File: config.mk
export PLATFORM = sky130hd
export DESIGN_NAME = reorder_buffer
export DESIGN_NICKNAME = d
export VERILOG_FILES = /design/src/rtl/reorder_buffer.sv
export SDC_FILE = /design/constraint.sdc
export NUM_CORES = 1
export LEC_CHECK = 0
export ABC_CLOCK_PERIOD_IN_PS = 4800
export CAP_MARGIN = 25
export CELL_PAD_IN_SITES_DETAIL_PLACEMENT = 1
export CELL_PAD_IN_SITES_GLOBAL_PLACEMENT = 1
export CORE_ASPECT_RATIO = 1.75
export CORE_MARGIN = 2
export CORE_UTILIZATION = 48
export CTS_BUF_LIST = sky130_fd_sc_hd__clkbuf_8 sky130_fd_sc_hd__clkbuf_16
export CTS_CLUSTER_SIZE = 12
export DETAILED_ROUTE_END_ITERATION = 7
export GPL_ROUTABILITY_DRIVEN = 0
export PLACE_DENSITY = 0.78
export SLEW_MARGIN = 15
export SYNTH_ARGS = -nofsm -noshare
export SYNTH_HDL_FRONTEND = slang
export SYNTH_SLANG_ARGS = --single-unit
File: constraint.sdc
create_clock -name clk -period 4.8 [get_ports clk]
set_clock_uncertainty 0.1 [all_clocks]
set_input_delay 0.96 -clock clk [delete_from_list [all_inputs] [get_ports clk]]
set_output_delay 0.96 -clock clk [all_outputs]
set_load 0.02 [all_outputs]
File: src/rtl/reorder_buffer.sv
// rtl/reorder_buffer.sv - in-order retirement buffer with exception flush
package cpu_design_params;
  localparam int NUM_A_REGS = 32;
  localparam int NUM_P_REGS = 64;
  localparam int PRN_WIDTH  = $clog2(NUM_P_REGS);
endpackage

module reorder_buffer
  import cpu_design_params::*;
#(
  parameter int ROB_DEPTH = 16,
  localparam int IDX_W  = $clog2(ROB_DEPTH),
  localparam int AREG_W = $clog2(NUM_A_REGS)
) (
  input  logic                 clk,
  input  logic                 rst,
  input  logic                 alloc_valid,
  output logic                 alloc_ready,
  input  logic                 alloc_has_dest,
  input  logic [AREG_W-1:0]    alloc_areg,
  input  logic [PRN_WIDTH-1:0] alloc_preg,
  input  logic [PRN_WIDTH-1:0] alloc_old_preg,
  output logic [IDX_W-1:0]     alloc_rob_idx,
  input  logic                 complete_valid,
  input  logic [IDX_W-1:0]     complete_rob_idx,
  input  logic                 complete_exc,
  output logic                 commit_valid,
  output logic [AREG_W-1:0]    commit_areg,
  output logic [PRN_WIDTH-1:0] commit_preg,
  output logic                 free_valid,
  output logic [PRN_WIDTH-1:0] free_preg,
  output logic                 flush_valid,
  output logic [IDX_W:0]       count
);

  typedef enum logic {RUN, FLUSH} state_t;

  localparam logic [IDX_W:0] PTR_ONE = 1;

  state_t state, state_next;
  logic [IDX_W:0]   head_ptr, tail_ptr;
  logic [IDX_W-1:0] head_idx, tail_idx;
  logic             empty, full;

  logic [ROB_DEPTH-1:0] valid, done, exc, has_dest;
  logic [AREG_W-1:0]    areg     [ROB_DEPTH];
  logic [PRN_WIDTH-1:0] preg     [ROB_DEPTH];
  logic [PRN_WIDTH-1:0] old_preg [ROB_DEPTH];

  logic head_done, do_alloc, do_retire;

  assign head_idx = head_ptr[IDX_W-1:0];
  assign tail_idx = tail_ptr[IDX_W-1:0];
  assign empty    = (head_ptr == tail_ptr);
  assign full     = (head_idx == tail_idx) && (head_ptr[IDX_W] != tail_ptr[IDX_W]);

  assign alloc_ready   = !full && (state == RUN);
  assign alloc_rob_idx = tail_idx;
  assign count         = tail_ptr - head_ptr;
  assign flush_valid   = (state == FLUSH);
  assign do_alloc      = alloc_valid && alloc_ready;
  assign head_done     = !empty && valid[head_idx] && done[head_idx];

  always_comb begin
    state_next = state;
    do_retire  = 1'b0;
    case (state)
      RUN: begin
        if (head_done) begin
          if (exc[head_idx]) state_next = FLUSH;
          else               do_retire  = 1'b1;
        end
      end
      FLUSH:   state_next = RUN;
      default: state_next = RUN;
    endcase
  end

  always_ff @(posedge clk) begin
    if (rst) begin
      state        <= RUN;
      head_ptr     <= '0;
      tail_ptr     <= '0;
      valid        <= '0;
      commit_valid <= 1'b0;
      free_valid   <= 1'b0;
      commit_areg  <= '0;
      commit_preg  <= '0;
      free_preg    <= '0;
    end else begin
      state        <= state_next;
      commit_valid <= do_retire;
      free_valid   <= do_retire && has_dest[head_idx];
      if (do_retire) begin
        commit_areg <= areg[head_idx];
        commit_preg <= preg[head_idx];
        free_preg   <= old_preg[head_idx];
      end

      if (state == FLUSH) begin
        // Speculative physical registers are recovered by rename, not here.
        valid    <= '0;
        head_ptr <= '0;
        tail_ptr <= '0;
      end else begin
        if (complete_valid && valid[complete_rob_idx]) begin
          done[complete_rob_idx] <= 1'b1;
          exc[complete_rob_idx]  <= complete_exc;
        end
        if (do_alloc) begin
          valid[tail_idx]    <= 1'b1;
          done[tail_idx]     <= 1'b0;
          exc[tail_idx]      <= 1'b0;
          has_dest[tail_idx] <= alloc_has_dest;
          areg[tail_idx]     <= alloc_areg;
          preg[tail_idx]     <= alloc_preg;
          old_preg[tail_idx] <= alloc_old_preg;
          tail_ptr           <= tail_ptr + PTR_ONE;
        end
        // Head and tail never alias here: a retiring head implies non-empty,
        // and a full buffer blocks allocation.
        if (do_retire) begin
          valid[head_idx] <= 1'b0;
          head_ptr        <= head_ptr + PTR_ONE;
        end
      end
    end
  end

endmodule

==> results.md, run 1 <==
* Status: finished, final reports clean
* Register area share after synthesis at 70.1%
* Uppermost routed layer: met4
* Fillers at ~2800
* Cts bufs inserted at 37
* Post-DR wirelength/cell at approximately 28 um
* Post-Synthesis Cells at 831
* Clk_lat worst skew at roughly 0.53 ns
* Core area at 30800 um2
* CTS tree: built
* Pin count of the biggest net entering global routing at 51
* Max_cap viols at 0
* Met2 WL at 19600 um
* IO buf count at 56
* Clk slew on worst S/H paths at approximately 0.06 ns
* Final nets at about 940
* Drt drc at 0
* Root Driver: clkbuf_16
* Synth cell types at 42
* CTS Hold Buffers Added at 0
* Congestion Overflow GR at 0
* Post-DRT Antenna Nets at 0
* Synth area leader: edfxtp_1
* PnR Total Power at between 6 and 7 mW
* Layout cells sized above 1 at 21.8%
* Endpoints failing hold at 0
* Initial DRT Pass Iterations at 5
* Final wirelength at 36800 um
* Period utilization at 81.1%
* Starting Density at 48.7%
* Vias in the first global route at 8852
* Met3 routed WL at about 1500 um
* Row count at 85
* CP Max Fanout at 35
* Detailed Route Iter0 Violations at 585
* Critical Path AT at 2.83 ns
* Die ar. at roughly 33000 um2
* Worst Tran Pin Value at between 0.9 and 1 ns
* Clock Sinks at 366
* Top cell type's share of synthesized area at 64.0%
* Mapped Nets at slightly below 900
* Leakage at 5.50 nW
* Synthesized flop and latch total at 366
* RSZ-0062 raised after global routing: no
* Post-synth ARST share at 0%
* Maximum VDD drop at 0.000297 V
* Post-Syn Area at 15000 um2
* Post-cts gate resize count at 0
* WP data required at 3.74 ns
* DPL Wire Length at 22800 um
* Synth Flop Type: edfxtp_1
* Synthesis warning total at 0
* Die Y at 238 um
* Synth area leaders: edfxtp_1 (64%), mux4_2 (16%), dfxtp_1 (6.1%), mux2i_1 (2.7%), nor2_1 (1.9%)
* First-pass GRT wire length at roughly 56000 um
* Tot GR Track Use at 23.6%
* Multi-input logic area at about 4300 um2
* Post-synth EDFFs at 320
* Slew Viols, Final at 0
* P&R area growth vs syn at 14.7%
* F_max at 0.257 GHz
* H-tree depth at 2
* Vias post-DR at around 8000
* Kind of critical path: flop to output port
* Drt via density at ~6.1
* Worst Setup Start Kind: flop
* Num ports at 57
* Hold WC Path Type: flop to flop
* Slew headroom at 37.3%
* Clk buf depth at 3
* FF+latch area at 10500 um2
* Met1 Wirelength at between 10000 and 15000 um
* Initial antenna violation count at 1
* Setup TNS at 0 ns
* Buffers inserted by post-CTS timing repair at 0
* Final worst path period need at 3.89 ns
* PD cells at approximately 370 nW/um2
* CP endpoint kind: output port
* Mean Syn Cell Area at 18.1 um2
* Die W at 138 um
* # setup viols final at 0
stage by stage:
stage	area [um2]	cells	utilization (%)	hold WS, ns	setup slack, ns
6_report	17200	1320	55.9	0.412	0.909
3_3_place_gp	16200	1254	52.4	0.380	1.35
3_5_place_dp	16200	1254	52.4	0.408	1.24
5_1_grt	17200	1320	55.9	0.459	0.724
4_1_cts	17200	1319	55.9	0.428	0.837
2_1_floorplan	15100	831	-	0.420	0.139
critical path, cell delays in order (launching register included):
cell and delay, ns:
dfxtp_4 0.69, inv_1 0.20, ha_1 0.34, a21o_1 0.16, a21oi_1 0.17, xnor2_1 0.13, clkdlybuf4s50_1 0.62
routing by layer:
metal  vias to the layer above  track usage [%]
met1                      4240             28.1
met3                       102             3.40
met4                         0             12.4
met2                       253             41.2
li1                       3457                -
met5                         -                0
path summary, 6_finish.rpt:
path,start,endpoint,slack [ns],depth (start not counted)
min reg2reg,commit_areg[0]$_SDFFE_PP0P_,commit_areg[0]$_SDFFE_PP0P_,0.41,2
max,head_ptr[1]$_SDFFE_PN0P_,count[3],0.91,6
max reg2reg,head_ptr[1]$_SDFFE_PN0P_,commit_preg[2]$_SDFFE_PP0P_,1.29,8
min,commit_areg[0]$_SDFFE_PP0P_,commit_areg[0]$_SDFFE_PP0P_,0.41,2
placed cells by master, fill, tap and decap left out, drive strengths merged, types with 5 or more instances in the layout:
master         synthesis  routed
edfxtp               320     320
mux4                 104     104
nor2                  75      75
clkdlybuf4s50          0      55
dfxtp                 46      46
inv                   20      45
mux2i                 40      40
clkbuf                33      37
nor3                  35      35
buf                   23      33
o21ai                 18      18
a31oi                 16      16
a21oi                 14      14
nand2                 13      13
ha                    12      12
nor4                   9       9
xnor2                  8       8
nand4                  7       7
nand3                  6       6
nor2b                  5       5
state kept, by name, summed over array words and instances, names as in the netlist:
| name | count |
|---|---|
| done | 16 |
| commit_preg | 6 |
| old_preg | 96 |
| free_preg | 6 |
| valid | 16 |
| exc | 16 |
| has_dest | 16 |
| preg | 96 |
| commit_areg | 5 |
| head_ptr | 5 |
| tail_ptr | 5 |
| flush_valid | 1 |
| commit_valid | 1 |
| areg | 80 |
| free_valid | 1 |
Yosys cell counts, types with 2 or more instances:
cell and instances:
edfxtp_1 320, mux4_2 104, nor2_1 75, dfxtp_1 46, mux2i_1 40, nor3_1 35, clkbuf_1 33, inv_1 19
o21ai_0 18, a31oi_1 16, a21oi_1 14, nand2_1 13, ha_1 12, buf_2 10, nor4_1 8, xnor2_1 8
nand4_1 7, nand3_1 6, buf_4 5, nor2b_1 5, buf_1 4, and2_1 3, nand2b_1 3, xor2_1 3
a21o_1 2, a22o_1 2, and3_1 2, buf_6 2, o31ai_1 2, or3_1 2
cell type report:
type	count	share of cell area (%)
well taps	391	2.84
diodes	1	0.0145
flip-flops and latches	366	61.2
clock inverters	28	0.842
inverters	20	0.436
clock buffers	37	5.37
multi-input cells	389	24.7
repair buffers	88	4.62
cell families after synthesis:
group           after synthesis  share of synthesized area, %
compound gates               59                          2.51
xor+xnor                     11                         0.641
fa+ha+maj                    13                          1.13
buf+inv                      76                          2.39
flops                       366                          70.1
mux                         144                          18.3
simple gates                162                          5.00
power breakdown:
part           internal, mW  switching [mW]  total, mW  leakage, nW
sequential             3.51          0.0280       3.53         3.28
combinational         0.132           0.184      0.316         1.62
clock                  1.45            1.15       2.60        0.603
Power figures use the tool's default switching activity.
==> run 2: changes to the inputs <==
- ABC_CLOCK_PERIOD_IN_PS: 4800 -> 3800
- CORE_UTILIZATION: 48 -> 50
- clock period: 4.8 -> 3.8 ns (I/O delays scaled with it)
==> run 2 against run 1 <==
Compared with the run above: worst hold slack gained 0.0024 ns; register-to-register slack lost 0.67 ns; cell area grew 0.59%; sequential power grew 27%; clock power grew 27%; sequential share of layout area shrank 0.36 points; critical path type unchanged; total power grew 27%; critical endpoint is now count[4]; count of clock-buffer cells in the layout grew 2; first-iteration DRC count grew 14%; global-route usage grew 1.6 points; highest routed layer unchanged.
==> results.md, run 2 (same netlist as run 1, synthesis figures left out) <==
* Final worst path period need at 3.66 ns
* Maximum VDD drop at 0.000420 V
* Post-DRT Antenna Nets at 0
* Pre-CTS WS at 0.612 ns
* Origin of the worst setup path: tail_ptr[0]$_SDFFE_PN0N_
* Pin count of the biggest net entering global routing at 52
* Placed Area at 16300 um2
* Most frequent cells in the layout: edfxtp_1 (320), mux4_2 (104), nor2_1 (75)
* PD cells at 471 nW/um2
* FF+latch area at 10500 um2
* Diodes inserted at 0
* CTS tree: built
* Initial DRT Pass Iterations at 5
* Status: finished, final reports clean
* Endpoints failing hold at 0
* DPL Wire Length at 22800 um
* Hold Crit Start: commit_areg[3]$_SDFFE_PP0P_
* Post-DR wirelength/cell at just under 30 um
* Buffers inserted by post-CTS timing repair at 0
* Tot GR Track Use at 25.3%
* Multi-input logic area at 4340 um2
* WP data required at between 2 and 3 ns
* Fillers at around 2700
* Vias in the first global route at 8919
* H-tree depth at 2
* F_max at 0.273 GHz
* Hold WC Path Type: flop to flop
* Period utilization at 96.3%
* Final nets at between 900 and 1000
* Clock Sinks at 366
* Worst Tran Pin Value at 0.900 ns
* Fin worst setup slack at 0.139 ns
* Drt drc at 0
* Detailed Route Iter0 Violations at 666
* Worst r2r src: head_ptr[1]$_SDFFE_PN0P_
* CTS Hold Buffers Added at 0
* Cts bufs inserted at 37
* Initial antenna violation count at 0
* Root Driver: clkbuf_16
* RSZ-0062 raised after global routing: no
* CP Max Fanout at 6
* Post-layout util at roughly three fifths
* Clk slew on worst S/H paths at roughly 0.060 ns
* Starting Density at around half
* Die ar. at ~32000 um2
* Kind of critical path: flop to output port
* Design Area, Final at ~17000 um2
* Setup TNS at 0 ns
* Core area at 29800 um2
* Vias post-DR at 8107
* Slew headroom at 40.0%
* Num ports at 57
* IO buf count at 56
* Slew Viols, Final at 0
* Regs by FF count: old_preg x96, preg x96, areg x80
* Max_cap viols at 0
* Row count at 84
* Clk buf depth at 3
* Final wirelength at 38000 um
* Worst Setup Start Kind: flop
* Clk_lat worst skew at 0.54 ns
* First-pass GRT wire length at 57200 um
* Leakage at 5.60 nW
* CP endpoint kind: output port
* Die W at 135 um
* Critical Path AT at 2.80 ns
* Layout cells sized above 1 at a little over a fifth
* Congestion Overflow GR at 0
* Drt via density at 6.17
* # setup viols final at 0
* P&R area growth vs syn at 15.3%
* WHS at about 0.41 ns
* Post-cts gate resize count at 0
* Die Y at 233 um
* Commonest non-fill, non-tap cell in the layout: edfxtp_1
==> run 2: per-layer routing <==
metal	vias to the layer above	wire (um)	global-route usage, %
met5	-	0	0
met4	0	2090	13.2
met3	117	1890	3.49
met2	304	20400	44.6
met1	4225	13600	30.0
li1	3461	-	-
==> run 2: stage by stage <==
stage	std cells	power, mW
floorplan	831	4.78
global placement	1251	4.95
detailed placement	1251	4.97
CTS	1315	8.24
global route	1315	8.39
finish	1315	8.17
==> run 2: cell type report <==
cell class	instances	share of cell area [%]
timing repair buffer	89	4.71
clock inverter	25	0.650
sequential	366	60.8
multi-input combinational	389	25.0
tap	387	2.79
clock buffer	39	5.57
inverter	20	0.433
==> run 2: worst paths after layout <==
path / end / cells after the start / slack [ns]
hold / removal: commit_areg[3]$_SDFFE_PP0P_ / 2 / 0.41
setup / recovery: count[4] / 8 / 0.14
setup reg to reg: free_preg[3]$_SDFFE_PP0P_ / 8 / 0.62
hold reg to reg: commit_areg[3]$_SDFFE_PP0P_ / 2 / 0.41
==> run 2: critical path: stages (launching register included) <==
cell and delay [ns]:
dfxtp_1 0.44, inv_1 0.13, ha_1 0.25, fa_1 0.42, inv_1 0.08, a21o_1 0.11, a21oi_1 0.08, xnor2_1 0.14
clkdlybuf4s50_1 0.62
==> run 2: power breakdown <==
group	switching, mW	total [mW]	internal, mW
Sequential	0.0371	4.47	4.43
Combinational	0.244	0.413	0.169
Clock	1.47	3.29	1.82
